--- src/rtl/lsu_bus_master.sv ---
// LSU bus initiator: one request beat and one response beat per access,
// with lane alignment, byte masks and load extension.
module lsu_bus_master #(
    parameter logic [63:0] PMEM_START = 64'h8000_0000,
    parameter int unsigned ADDR_W     = 32
) (
    input  logic              clock,
    input  logic              rst_n,
    input  logic              load_i,
    input  logic              store_i,
    input  logic [2:0]        funct3_i,
    input  logic [63:0]       addr_i,
    input  logic [63:0]       sdata_i,
    output logic              stall_o,
    output logic              done_o,
    output logic [63:0]       ldata_o,
    output logic              misalign_o,
    output logic              req_valid_o,
    input  logic              req_ready_i,
    output logic              req_we_o,
    output logic [ADDR_W-1:0] req_addr_o,
    output logic [63:0]       req_wdata_o,
    output logic [7:0]        req_wmask_o,
    input  logic              rsp_valid_i,
    input  logic [63:0]       rsp_rdata_i,
    output logic              rsp_ready_o
);

    typedef enum logic [1:0] {IDLE, REQ, WAIT, DONE} state_t;

    state_t      state, state_nx;
    logic [2:0]  off_q;
    logic [2:0]  f3_q;
    logic        mis_q;
    logic [63:0] ldata_q;

    logic        op_any;
    logic        accept;
    logic        is_st;
    logic        mis_now;
    logic [2:0]  align_m;
    logic [7:0]  bmask;
    logic [63:0] diff;
    logic [63:0] lane;
    logic [63:0] ld_ext;
    logic        unused_hi;

    assign op_any    = load_i | store_i;
    assign accept    = (state == IDLE) && op_any;
    assign is_st     = store_i & ~load_i;
    assign diff      = addr_i - PMEM_START;
    assign unused_hi = ^diff[63:ADDR_W];
    assign mis_now   = |(addr_i[2:0] & align_m);
    assign lane      = rsp_rdata_i >> {off_q, 3'b000};

    // Per-size alignment mask and byte-enable pattern before lane shift
    always_comb begin
        align_m = 3'b000;
        bmask   = 8'h01;
        unique case (funct3_i[1:0])
            2'd0: begin align_m = 3'b000; bmask = 8'h01; end
            2'd1: begin align_m = 3'b001; bmask = 8'h03; end
            2'd2: begin align_m = 3'b011; bmask = 8'h0F; end
            2'd3: begin align_m = 3'b111; bmask = 8'hFF; end
        endcase
    end

    // Pick the addressed bytes and sign/zero extend to 64 bits
    always_comb begin
        ld_ext = lane;
        unique case (f3_q[1:0])
            2'd0: ld_ext = f3_q[2] ? {56'd0, lane[7:0]}
                                   : {{56{lane[7]}}, lane[7:0]};
            2'd1: ld_ext = f3_q[2] ? {48'd0, lane[15:0]}
                                   : {{48{lane[15]}}, lane[15:0]};
            2'd2: ld_ext = f3_q[2] ? {32'd0, lane[31:0]}
                                   : {{32{lane[31]}}, lane[31:0]};
            2'd3: ld_ext = lane;
        endcase
    end

    // Access sequencing: accept, request beat, response beat, completion
    always_comb begin
        state_nx = state;
        unique case (state)
            IDLE: if (op_any) state_nx = mis_now ? DONE : REQ;
            REQ:  if (req_ready_i) state_nx = WAIT;
            WAIT: if (rsp_valid_i) state_nx = DONE;
            DONE: state_nx = IDLE;
            default: state_nx = IDLE;
        endcase
    end

    // State register
    always_ff @(posedge clock or negedge rst_n) begin
        if (!rst_n) state <= IDLE;
        else        state <= state_nx;
    end

    // Latch the access on accept; capture extended read data on response
    always_ff @(posedge clock or negedge rst_n) begin
        if (!rst_n) begin
            off_q       <= 3'd0;
            f3_q        <= 3'd0;
            mis_q       <= 1'b0;
            ldata_q     <= 64'd0;
            req_we_o    <= 1'b0;
            req_addr_o  <= '0;
            req_wdata_o <= 64'd0;
            req_wmask_o <= 8'd0;
        end else if (accept) begin
            off_q       <= addr_i[2:0];
            f3_q        <= funct3_i;
            mis_q       <= mis_now;
            ldata_q     <= 64'd0;
            req_we_o    <= is_st;
            req_addr_o  <= {diff[ADDR_W-1:3], 3'b000};
            req_wdata_o <= is_st ? (sdata_i << {addr_i[2:0], 3'b000}) : 64'd0;
            req_wmask_o <= is_st ? (bmask << addr_i[2:0]) : 8'd0;
        end else if (state == WAIT && rsp_valid_i && !req_we_o) begin
            ldata_q     <= ld_ext;
        end
    end

    assign req_valid_o = (state == REQ);
    assign rsp_ready_o = (state == WAIT);
    assign done_o      = (state == DONE);
    assign misalign_o  = (state == DONE) && mis_q;
    assign ldata_o     = ldata_q;
    assign stall_o     = rst_n && op_any && (state != DONE);

endmodule

--- config.mk ---
export PLATFORM = sky130hd
export DESIGN_NAME = lsu_bus_master
export DESIGN_NICKNAME = d
export VERILOG_FILES = /design/src/rtl/lsu_bus_master.sv
export SDC_FILE = /design/constraint.sdc
export NUM_CORES = 1
export LEC_CHECK = 0
export BUFFER_PORTS_ARGS = -buffer_cell sky130_fd_sc_hd__clkbuf_2
export CORE_UTILIZATION = 50
export CTS_CLUSTER_SIZE = 12
export DETAILED_ROUTE_END_ITERATION = 6
export HOLD_SLACK_MARGIN = 0.08
export PLACE_DENSITY = 0.8
export SYNTH_ARGS = -nofsm -noshare
export SYNTH_HDL_FRONTEND = slang
export SYNTH_SLANG_ARGS = --single-unit
--- constraint.sdc ---
create_clock -name clock -period 3.6 [get_ports clock]
set_input_delay 0 -clock clock [delete_from_list [all_inputs] [get_ports clock]]
set_output_delay 0 -clock clock [all_outputs]
set_load 0.02 [all_outputs]
# Word-level counts from Yosys, hierarchy flattened
# Index checks and enable logic that the tools add are counted.
# classes
addsub,1
eq_ne,13
shift,3
n_mux,15
bitwise_logic,4
reduce_logical,13
# ops
op,n
$mux 64,6
$pmux 64 s4,1
$shl 64x6->64,1
$shr 64x6->64,1
$pmux 8 s4,1
$sub 32x32->32 const B,1
$eq 2x2->1 const B,6
$pmux 3 s4,1
$mux 2,4
$mux 8,1
$pmux 2 s4,1
$shl 8x3->8,1
$eq 2x1->1 const B,3
$logic_and 1x1->1,6
$logic_not 2->1,3
$ne 2x2->1 const B,3
$and 3x3->3,1
$reduce_and 3->1,1
$reduce_or 3->1,1
$ne 2x1->1 const B,1
$reduce_bool 2->1,1
$and 1x1->1,1
$logic_not 1->1,1
$not 1->1,1
$or 1x1->1,1
# totals
ff_bits,175
input_bits,201
elab_cells,58

# Depth between registers and ports, before layout
# Gate-level depths: netlist of run 1.
# depth
word_depth,7
ltp_mapped,10
mapped_depth_nobuf,6

# Least setup slack after synthesis of run 1
# Ideal clock, no wire load.
# synth_timing
kind,reg2reg
from,register state[0]
to,register ldata_q[53] (netlist: ldata_o[53])
arrival_ps,2071
t_required_ps,3514
path_slack_ps,1443
stages_incl_launch_ff,11
synth_period_minus_slack_ps,2157
cell_sequence,dfrtp_1 > inv_1 > ha_1 > clkbuf_1 > o21a_1 > clkbuf_1 > nor2_1 > clkbuf_1 > clkbuf_1 > a21oi_1 > a32oi_2
# synth_between
elab_chain_cells,4
word_cells_on_any_way,7
cone_classes,eq/ne (1); mux (1); reduce/logical (5)
# synth_rtl
element,line_no,source
from (decl),31,"state_t state, state_nx;"
from (signal assigned),97,else state <= state_nx;
$eq 2x2->1,120,end else if (state == WAIT && rsp_valid_i && !req_we_o) begin
$logic_and 1x1->1 (2 in series),120,
$reduce_bool 2->1 (no line),--,
to (signal assigned),121,ldata_q <= ld_ext;
to (decl),35,logic [63:0] ldata_q;
# Parallel ways exist; a longest one is shown, timed or not.
# A chain may end at the register's enable or synchronous reset.

# Worst setup path after layout of run 1
# layout_timing
from,register state[1]
to,register req_wdata_o[40]
# layout_between
elab_chain_cells,2
# layout_rtl
element,line_no,source
$logic_not 2->1,49,assign accept = (state == IDLE) && op_any;
$logic_and 1x1->1,49,
to (signal assigned),118,"req_wdata_o <= is_st ? (sdata_i << {addr_i[2:0], 3'b000}) : 64'd0;"
to (decl),22,"output logic [63:0] req_wdata_o,"
# No other way between the ends.

==> results of run 1 <==
[layer usage]
| layer | GRT usage (%) | share of wire (%) |
|---|---|---|
| met5 | 0 | 0 |
| met2 | 52.8 | 46 |
| met3 | 5.65 | 8.8 |
| met4 | 15.3 | 4.4 |
| met1 | 46.5 | 41 |
[critical path, stage by stage, from the launching register on]
cell and delay, ns:
dfrtp_1 0.41, inv_1 0.13, ha_1 0.34, nand3b_1 0.14
buf_4 0.24, nor3_1 0.79, a22oi_1 0.16, nand2_1 0.11
dlygate4sd3_1 0.54
[placed cells by master (no fill, tap or decap), types with 6 or more instances in the layout]
cell type / n
a22o_1: 28
mux2_2: 9
a221oi_1: 7
clkbuf_16: 17
nor2_1: 41
o21ai_0: 41
a32oi_1: 26
buf_4: 19
a21oi_1: 78
a211oi_1: 10
mux2i_1: 147
dfrtp_1: 173
nand2b_1: 28
nand3b_1: 6
a211o_1: 8
nand3_1: 9
dlygate4sd3_1: 100
o22ai_1: 23
a22oi_2: 10
a22oi_1: 36
clkbuf_2: 336
mux4_2: 31
nand2_1: 179
a32oi_2: 10
[how the worst max path moves through the flow]
| stage | startpoint | endpoint | cells after the start |
|---|---|---|---|
| global route | state[1] | req_wdata_o[40] | 8 |
| CTS | state[1] | req_wdata_o[40] | 8 |
| detailed placement | state[0] | ldata_o[42] | 6 |
| finish | state[1] | req_wdata_o[40] | 8 |
| floorplan | state[0] | ldata_o[53] | 10 |
| global placement | off_q[1] | ldata_o[59] | 5 |
[cell families after synthesis]
logic type | synth area share (%)
adder cells (fa/ha/maj) | 0.471
buffers and inverters | 4.74
AO/OA/AOI/OAI | 20.0
AND/OR/NAND/NOR | 12.1
flip-flops | 41.2
other | 0.0353
multiplexers | 21.4
[registers in the layout, summed over array words and instances, names as in the netlist]
| name | count |
|---|---|
| f3_q | 3 |
| ldata_o | 64 |
| mis_q | 1 |
| off_q | 3 |
| req_addr_o | 29 |
| req_wdata_o | 64 |
| req_we_o | 1 |
| req_wmask_o | 8 |
| state | 2 |
[through the flow]
stage,total power [mW],setup WS (ns),instance area (µm²)
2_1_floorplan,7.09,1.44,10600
3_5_place_dp,8.80,0.993,12400
3_3_place_gp,8.67,1.05,12400
4_1_cts,10.7,0.689,14000
5_1_grt,11.4,0.420,14000
6_report,10.8,0.661,14000
[layout make-up]
| type | instances | area (µm²) |
|---|---|---|
| multi-input combinational | 779 | 5770 |
| timing repair buffer | 460 | 2900 |
| sequential | 175 | 4380 |
| fill | 1622 | 6570 |
| inverter | 5 | 18.8 |
| clock inverter | 13 | 128 |
| tap | 270 | 338 |
| antenna | 1 | 2.50 |
| clock buffer | 19 | 453 |
[report_power, final]
part | internal (mW) | switching, mW
clock | 1.00 | 0.854
sequential | 2.69 | 0.609
combinational | 2.10 | 3.58
total | 5.80 | 5.04
==> flow_metrics.py, run 1 <==
metrics = {
    "status": {
        "outcome": "completed",
    },
    "final_layout": {
        "final_util_pct": 68.0,
        "synthToLayoutAreaGrowth_pct": 31.7,
        "final_nets": 1643,
        "stdcell_count": 1722,
        "drive_gt1_share_pct": 32.0,
    },
    "detailed_routing": {
        "ant_nets": 0,
        "viasPerCell": 6.16,
        "via_count": 10602,
        "wire_per_inst_um": 21.5,
        "drc": 0,
        "totalWireLength_mm": 37.0,
        "dr.first_iter.drc_count": 956,
        "dr.pass1.iters": 6,
    },
    "clock_network": {
        "hold_buffers": 100,
        "root_buffer": "clkbuf_16",
        "cts_buffer_depth": 2,
        "post-cts-setup-buffers": 0,
        "cts_tree": "done",
        "post_cts_resize_count": 0,
        "numClockSinks": 175,
        "numCtsBuffers": 17,
        "clkLatencyLatePin_ns": 0.43,
        "cts.clk_slew.worst_paths_ns": 0.07,
        "cts_htree_levels": 4,
    },
    "synthesis": {
        "ys.flop_type": "dfrtp_1",
        "synth_edf_count": 0,
        "synthArstFlopShare_pct": 100,
        "synth_area_um2": 10600,
        "yosys_warnings": 0,
        "synth_area_leaders": "dfrtp_1 41%, mux2i_1 14%, mux4_2 6.6%",
        "yosysSeqAreaShare_pct": 41.2,
        "synth_most_common_cell": "nand2_1",
        "synthTopCellsByCount": "179 x nand2_1, 175 x dfrtp_1, 147 x mux2i_1, 78 x a21oi_1, 61 x clkbuf_1",
        "syn_inst": 1059,
        "yosysTopAreaCell": "dfrtp_1",
        "post_synth.cell_area_avg_um2": 10.0,
        "synth_top_area_share_pct": 41.2,
        "synth_cell_type_count": 52,
        "ys_seq_elements": 175,
    },
    "floorplanning": {
        "die_area_um2": 21800,
        "io-pin-count": 375,
        "rows": 52,
        "die_w_um": 148,
        "coreArea_um2": 20600,
        "start_util_pct": 51.7,
        "fp.dieH_um": 148,
    },
    "min_path": {
        "min_from": "sdata_i[20]",
        "hold_depth": 3,
        "hold_path_end": "req_wdata_o[28]",
        "holdCritPathClass": "in -> reg",
    },
    "critical_path": {
        "reg2reg_from": "state[1]",
        "cp-start-kind": "flip-flop",
        "critical_path_arrival_ns": 3.30,
        "ff2ff_setup_slack_ns": 0.66,
        "rr_worst_depth": 8,
        "endpoint_kind": "flip-flop",
        "reg2reg_to": "req_wdata_o[40]",
        "path_max_fanout": 24,
        "worst-setup-path-type": "reg -> reg",
        "required_ns": 3.96,
    },
    "placement": {
        "dpl.cell_count": 1589,
        "hpwl_mm": 25.1,
        "port_buffers": 339,
        "gp_congestion": 0.933,
    },
    "timing": {
        "relSlewSlack_pct": 27.8,
        "fin_skew_ns": 0.0147,
        "timing.hold.ws_ns": 0.0977,
        "report.final.slew_viol_count": 0,
        "clock.fmax_ghz": 0.340,
        "finalHoldViolCount": 0,
        "finalSetupViolCount": 0,
        "timing.final.crit_share_pct": 81.6,
        "setup_tns_ns": 0,
        "rsz0062_at_grt": "false",
        "worst_pin_slew_ns": 1.08,
        "period_needed_ns": 2.94,
    },
    "global_route": {
        "grt_start_max_net_pins": 93,
        "grt.total_usage_pct": 33.8,
        "antenna_found_initial": 1,
        "grt_pass1_vias": 10180,
        "grt_pass1_wl_mm": 57.0,
        "grt_overflow": 0,
    },
    "power_and_ir_drop": {
        "p_leak_nw": 6.94,
        "ir_drop_uv": 484,
        "power_density_nw_per_um2": 775,
    },
    "job": {
        "cap_violations": 0,
    },
}
Power figures use the tool's default switching activity.
==> run 2, diff against run 1 <==
--- a/config.mk
+++ b/config.mk
@@ -5,6 +5,7 @@
 export SDC_FILE = /design/constraint.sdc
 export NUM_CORES = 1
 export LEC_CHECK = 0
+export ABC_AREA = 1
 export BUFFER_PORTS_ARGS = -buffer_cell sky130_fd_sc_hd__clkbuf_2
 export CORE_UTILIZATION = 50
 export CTS_CLUSTER_SIZE = 12
==> constraint.sdc (replaced) <==
create_clock -name clock -period 2.9 [get_ports clock]
set_input_delay 0 -clock clock [delete_from_list [all_inputs] [get_ports clock]]
set_output_delay 0 -clock clock [all_outputs]
set_load 0.02 [all_outputs]
==> run 2 against run 1 <==
  * Clock skew increased by 0.0087 ns
  * Worst setup slack got worse by 0.45 ns
  * Critical path depth increased by 1
  * Die area decreased by 2.4%
  * Global-route usage increased by 3.7 points
  * Final area increased by 2.0%
  * Count of clock-buffer cells in the layout decreased by 2
==> flow_metrics.py, run 2 <==
metrics = {
    "status": {
        "outcome": "completed",
    },
    "floorplanning": {
        "start_util_pct": 51.0,
        "fp.dieH_um": 146,
        "io-pin-count": 375,
        "die_area_um2": 21300,
        "die_w_um": 146,
        "rows": 52,
        "coreArea_um2": 20300,
    },
    "synthesis": {
        "synth_area_leaders": "dfrtp_1 42%, nand2_1 26%, nand3_1 8.6%",
        "synthArstFlopShare_pct": 100,
        "synth_top_area_share_pct": 42.3,
        "synth_area_um2": 10400,
        "ys.flop_type": "dfrtp_1",
        "syn_inst": 1491,
        "synthTopCellsByCount": "722 x nand2_1, 179 x nand3_1, 175 x dfrtp_1, 90 x o21ai_0",
        "yosysSeqAreaShare_pct": 42.3,
        "synth_edf_count": 0,
        "synth_most_common_cell": "nand2_1",
        "synth_cell_type_count": 37,
        "ys_seq_elements": 175,
        "yosys_warnings": 0,
        "yosysTopAreaCell": "dfrtp_1",
        "post_synth.cell_area_avg_um2": 6.95,
    },
    "critical_path": {
        "worst-setup-path-type": "reg -> reg",
        "cp-start-kind": "flip-flop",
        "critical_path_arrival_ns": 3.01,
        "path_max_fanout": 59,
        "endpoint_kind": "flip-flop",
        "required_ns": 3.22,
    },
    "timing": {
        "timing.hold.ws_ns": 0.0828,
        "timing.final.crit_share_pct": 92.6,
        "finalHoldViolCount": 0,
        "finalSetupViolCount": 0,
        "report.final.slew_viol_count": 0,
        "relSlewSlack_pct": 38.4,
        "rsz0062_at_grt": "false",
        "fin_ws_ns": 0.214,
        "clock.fmax_ghz": 0.372,
        "worst_pin_slew_ns": 0.922,
        "fin_skew_ns": 0.0234,
        "period_needed_ns": 2.69,
        "setup_tns_ns": 0,
    },
    "global_route": {
        "grt_overflow": 0,
        "grt_pass1_wl_mm": 63.2,
        "antenna_found_initial": 1,
        "grt.total_usage_pct": 37.5,
        "grt_pass1_vias": 12223,
        "grt_start_max_net_pins": 105,
    },
    "detailed_routing": {
        "dr.first_iter.drc_count": 1446,
        "dr.pass1.iters": 6,
        "drc": 0,
        "viasPerCell": 5.70,
        "wire_per_inst_um": 17.8,
        "via_count": 12633,
        "totalWireLength_mm": 39.4,
        "ant_nets": 0,
    },
    "clock_network": {
        "root_buffer": "clkbuf_16",
        "cts_tree": "done",
        "clkLatencyLatePin_ns": 0.44,
        "post_cts_resize_count": 0,
        "cts_htree_levels": 4,
        "cts_buffer_depth": 2,
        "numClockSinks": 175,
        "numCtsBuffers": 17,
        "cts.clk_slew.worst_paths_ns": 0.07,
    },
    "power_and_ir_drop": {
        "combPwrFrac_pct": 56.2,
        "internal-power_mw": 7.02,
        "switching_share_pct": 49.8,
        "p_leak_nw": 7.70,
        "p_clk_share_pct": 15.9,
        "seq_power_share_pct": 27.9,
        "power_density_nw_per_um2": 980,
        "power_switching_mw": 6.96,
        "ir_drop_uv": 579,
    },
    "min_path": {
        "holdCritPathClass": "in -> reg",
    },
    "placement": {
        "post_dp_cell_area_um2": 12100,
        "port_buffers": 339,
        "hpwl_mm": 24.3,
        "dp_slack_ns": 0.572,
        "gp_congestion": 0.949,
    },
    "final_layout": {
        "final_cell_mix": "722 x nand2_1, 338 x clkbuf_2, 179 x nand3_1, 175 x dfrtp_1, 163 x dlygate4sd3_1",
        "fin_area_um2": 14300,
        "final_nets": 2137,
        "drive_gt1_share_pct": 22.1,
        "mostFrequentLayoutCell": "nand2_1",
        "synthToLayoutAreaGrowth_pct": 37.7,
    },
    "job": {
        "cap_violations": 0,
    },
}
-- run 2: worst paths after layout --
kind	start	endpoint	slack, ns	cells past startpoint
worst max-delay path	off_q[1]	ldata_o[0]	0.21	9
worst min-delay path	load_i	req_we_o	0.08	4
worst max register to register	off_q[1]	ldata_o[0]	0.21	9
worst min register to register	req_addr_o[27]	req_addr_o[27]	0.47	2
max in group asynchronous	rst_n	req_wdata_o[57]	1.95	3
min in group asynchronous	rst_n	ldata_o[12]	0.11	2
-- run 2: area by class of cell --
cell class,count,area (µm²)
fillers,1616,6030
clock buffers,17,425
diodes,2,5.00
inverters,37,140
repair buffers,529,3570
clock inverters,14,123
multi-input cells,1172,5280
well taps,270,338
flip-flops and latches,175,4380
-- run 2: cells by family (layout without fill, tap and decap cells) --
kind of cell,Yosys count,count (layout),synth area share [%]
other,1,5,0.0362
muxes,19,19,1.84
buffers and inverters,146,597,6.86
AOI/OAI and AO/OA,180,180,10.1
DFF,175,175,42.3
adders and majority gates,4,4,0.483
and+or+nand+nor,966,966,38.5
-- run 2: repair_timing --
action                     CTS  global route
hold buffers               163             0
setup buffers                0             0
setup endpoints to repair    0             0
hold endpoints to repair   188             0
-- run 2: power groups by stage --
stage / Sequential (mW) / Combinational [mW] / Clock (mW)
3_3_place_gp: 3.88 / 7.11 / 0
5_1_grt: 4.00 / 8.58 / 2.34
3_5_place_dp: 3.90 / 7.21 / 0
2_1_floorplan: 4.83 / 4.12 / 0
4_1_cts: 3.88 / 7.64 / 2.25
6_report: 3.90 / 7.85 / 2.23
-- run 2: layer usage --
metal  GRT usage (%)  part of all wire (%)  up-vias
li1                -                     -     5723
met1            47.2                    39     5755
met2            57.2                    45      915
met3            9.53                    10      240
met4            24.9                   6.8        0
met5               0                     0        -
-- run 2: per-stage QoR --
stage | utilization (%) | instances | power (mW)
floorplan | - | 1493 | 8.95
global placement | 59.5 | 2020 | 11.0
detailed placement | 59.5 | 2020 | 11.1
CTS | 70.2 | 2214 | 13.8
global route | 70.2 | 2214 | 14.9
finish | 70.3 | 2216 | 14.0
-- run 2: worst max-delay path: stages (launching register included) --
cell and delay [ns]:
dfrtp_1 0.39, inv_2 0.33, buf_12 0.31, nand3_1 0.13
dlygate4sd3_1 0.58, o21ai_0 0.07, dlygate4sd3_1 0.56, nand2_1 0.05
nand3_1 0.09, nand2_1 0.06
==> run 3, diff against run 2 <==
--- a/config.mk
+++ b/config.mk
@@ -5,13 +5,12 @@
 export SDC_FILE = /design/constraint.sdc
 export NUM_CORES = 1
 export LEC_CHECK = 0
-export ABC_AREA = 1
 export BUFFER_PORTS_ARGS = -buffer_cell sky130_fd_sc_hd__clkbuf_2
-export CORE_UTILIZATION = 50
+export CORE_UTILIZATION = 46
 export CTS_CLUSTER_SIZE = 12
 export DETAILED_ROUTE_END_ITERATION = 6
 export HOLD_SLACK_MARGIN = 0.08
-export PLACE_DENSITY = 0.8
+export PLACE_DENSITY = 0.78
 export SYNTH_ARGS = -nofsm -noshare
 export SYNTH_HDL_FRONTEND = slang
 export SYNTH_SLANG_ARGS = --single-unit
==> constraint.sdc (replaced) <==
create_clock -name clock -period 2.2 [get_ports clock]
set_input_delay 0 -clock clock [delete_from_list [all_inputs] [get_ports clock]]
set_output_delay 0 -clock clock [all_outputs]
set_load 0.02 [all_outputs]
==> run 3 against run 2 <==
  * First-iteration DRC count fell by 31%
  * Die area rose by 11%
  * Non-clock buffer count fell by 21
  * Routed wire length rose by 1.6%
  * Cell count fell by 19%
  * Worst setup slack got worse by 0.16 ns
==> flow_metrics.py, run 3 (synthesis gave the netlist of run 1 again) <==
metrics = {
    "clock_network": {
        "numCtsBuffers": 17,
        "cts.clk_slew.worst_paths_ns": 0.07,
        "cts_htree_levels": 4,
        "cts_buffer_depth": 2,
        "root_buffer": "clkbuf_16",
        "cts_tree": "done",
        "numClockSinks": 175,
        "clkLatencyLatePin_ns": 0.44,
    },
    "detailed_routing": {
        "viasPerCell": 6.15,
        "dr.first_iter.drc_count": 1000,
        "drc": 0,
        "ant_nets": 0,
        "dr.pass1.iters": 5,
        "wire_per_inst_um": 22.5,
        "via_count": 10965,
        "totalWireLength_mm": 40.1,
    },
    "timing": {
        "fin_ws_ns": 0.0579,
        "period_needed_ns": 2.14,
        "setup_tns_ns": 0,
        "worst_pin_slew_ns": 0.806,
        "relSlewSlack_pct": 45.9,
        "timing.final.crit_share_pct": 97.4,
        "fin_skew_ns": 0.0140,
        "finalSetupViolCount": 0,
        "finalHoldViolCount": 0,
        "clock.fmax_ghz": 0.467,
        "report.final.slew_viol_count": 0,
    },
    "critical_path": {
        "rr_worst_depth": 6,
        "cpMaxStageDelayCell": "dfrtp_2",
        "ff2ff_setup_slack_ns": 0.06,
        "required_ns": 2.53,
        "path_max_fanout": 18,
        "cpPeakStageDelay_ns": 0.48,
        "worst-setup-path-type": "reg -> reg",
        "critical_path_arrival_ns": 2.47,
        "cp-start-kind": "flip-flop",
        "endpoint_kind": "flip-flop",
        "worstPathCellList": "buf_4 -> buf_4 -> mux2i_2 -> mux4_2 -> nor2_1 -> a211o_1",
        "crit_top_cell": "buf_4",
    },
    "placement": {
        "dp_slack_ns": 0.0124,
        "hpwl_mm": 27.2,
        "gp_congestion": 0.952,
        "port_buffers": 339,
    },
    "final_layout": {
        "drive_gt1_share_pct": 34.3,
        "final_nets": 1691,
        "synthToLayoutAreaGrowth_pct": 36.7,
        "final_cell_mix": "336 x clkbuf_2, 179 x nand2_1, 173 x dfrtp_1, 144 x mux2i_1, 104 x dlygate4sd3_1",
        "n_antenna_cell": 0,
        "fillers": 1769,
        "mostFrequentLayoutCell": "clkbuf_2",
    },
    "min_path": {
        "holdCritPathClass": "in -> reg",
        "hold_depth": 4,
    },
    "floorplanning": {
        "start_util_pct": 46.9,
        "fp.dieH_um": 154,
        "rows": 55,
        "die_w_um": 154,
        "io-pin-count": 375,
        "coreArea_um2": 22600,
        "die_area_um2": 23700,
    },
    "power_and_ir_drop": {
        "ir_drop_uv": 707,
        "total_power_mw": 18.3,
        "power_density_nw_per_um2": 1260,
        "p_leak_nw": 7.22,
    },
    "global_route": {
        "grtUsageMet3_pct": 7.47,
        "antenna_found_initial": 0,
        "grt_util_met1_pct": 40.4,
        "grt_pass1_wl_mm": 61.3,
        "use_met2_pct": 55.8,
        "grt_start_max_net_pins": 103,
        "grt_pass1_vias": 10955,
        "grt_overflow": 0,
        "busiest_layer": "met2",
        "grt.total_usage_pct": 33.7,
    },
    "job": {
        "cap_violations": 0,
    },
    "status": {
        "outcome": "completed",
    },
}
-- run 3: what timing repair did --
action,4_1_cts,5_1_grt
pin swaps,0,0
endpoints found under the hold margin,272,0
cloned,0,0
endpoints found under the setup margin,2,80
buffers inserted,0,3
hold buffers,105,0
gates resized for setup,1,6
-- run 3: where the power goes --
part,switching (mW),internal (mW),leakage (nW),total (mW)
registers,0.925,4.41,2.32,5.33
clock network,1.46,1.53,0.269,2.99
logic,6.16,3.86,4.63,10.0
-- run 3: metrics by stage --
| step | util (%) | area (µm²) | instances | hold WS, ns |
|---|---|---|---|---|
| 2_1_floorplan | - | 10600 | 1061 | -0.296 |
| 3_3_place_gp | 56.7 | 12800 | 1644 | -0.0596 |
| 3_5_place_dp | 56.7 | 12800 | 1644 | -0.0576 |
| 4_1_cts | 63.9 | 14500 | 1781 | 0.0820 |
| 5_1_grt | 64.2 | 14500 | 1784 | 0.110 |
| 6_report | 64.2 | 14500 | 1784 | 0.0896 |
-- run 3: layout make-up --
class                           count  area (µm²)  area share (%)
Clock buffer                       19         443            3.05
Multi-Input combinational cell    779        5800            40.0
Sequential cell                   175        4380            30.2
Timing Repair Buffer              508        3400            23.4
Tap cell                          285         357            2.46
Inverter                            5        18.8           0.129
Clock inverter                     13         120           0.827
-- run 3: critical path, delay by kind of cell, from the launching register on --
kind / cells / cell delay, ns
flops: 1 / 0.48
buf+inv: 2 / 0.54
compound gates: 1 / 0.23
simple gates: 1 / 0.05
mux: 2 / 0.72
-- run 3: final timing paths --
| kind | startpoint | end |
|---|---|---|
| min in group asynchronous | rst_n | ldata_o[10] |
| worst min-delay path | rsp_rdata_i[4] | ldata_o[4] |
| worst min register to register | req_addr_o[16] | req_addr_o[16] |
| max in group asynchronous | rst_n | req_wdata_o[0] |
| worst max-delay path | off_q[1] | ldata_o[9] |
| worst max register to register | off_q[1] | ldata_o[9] |
-- run 3: layer usage --
layer  vias up  part of all wire (%)  routed length, µm
met2       735                    48              19200
met4         0                   5.4               2170
li1       4775                     -                  -
met5         -                     0                  0
met1      5319                    37              15000
met3       136                   9.4               3750
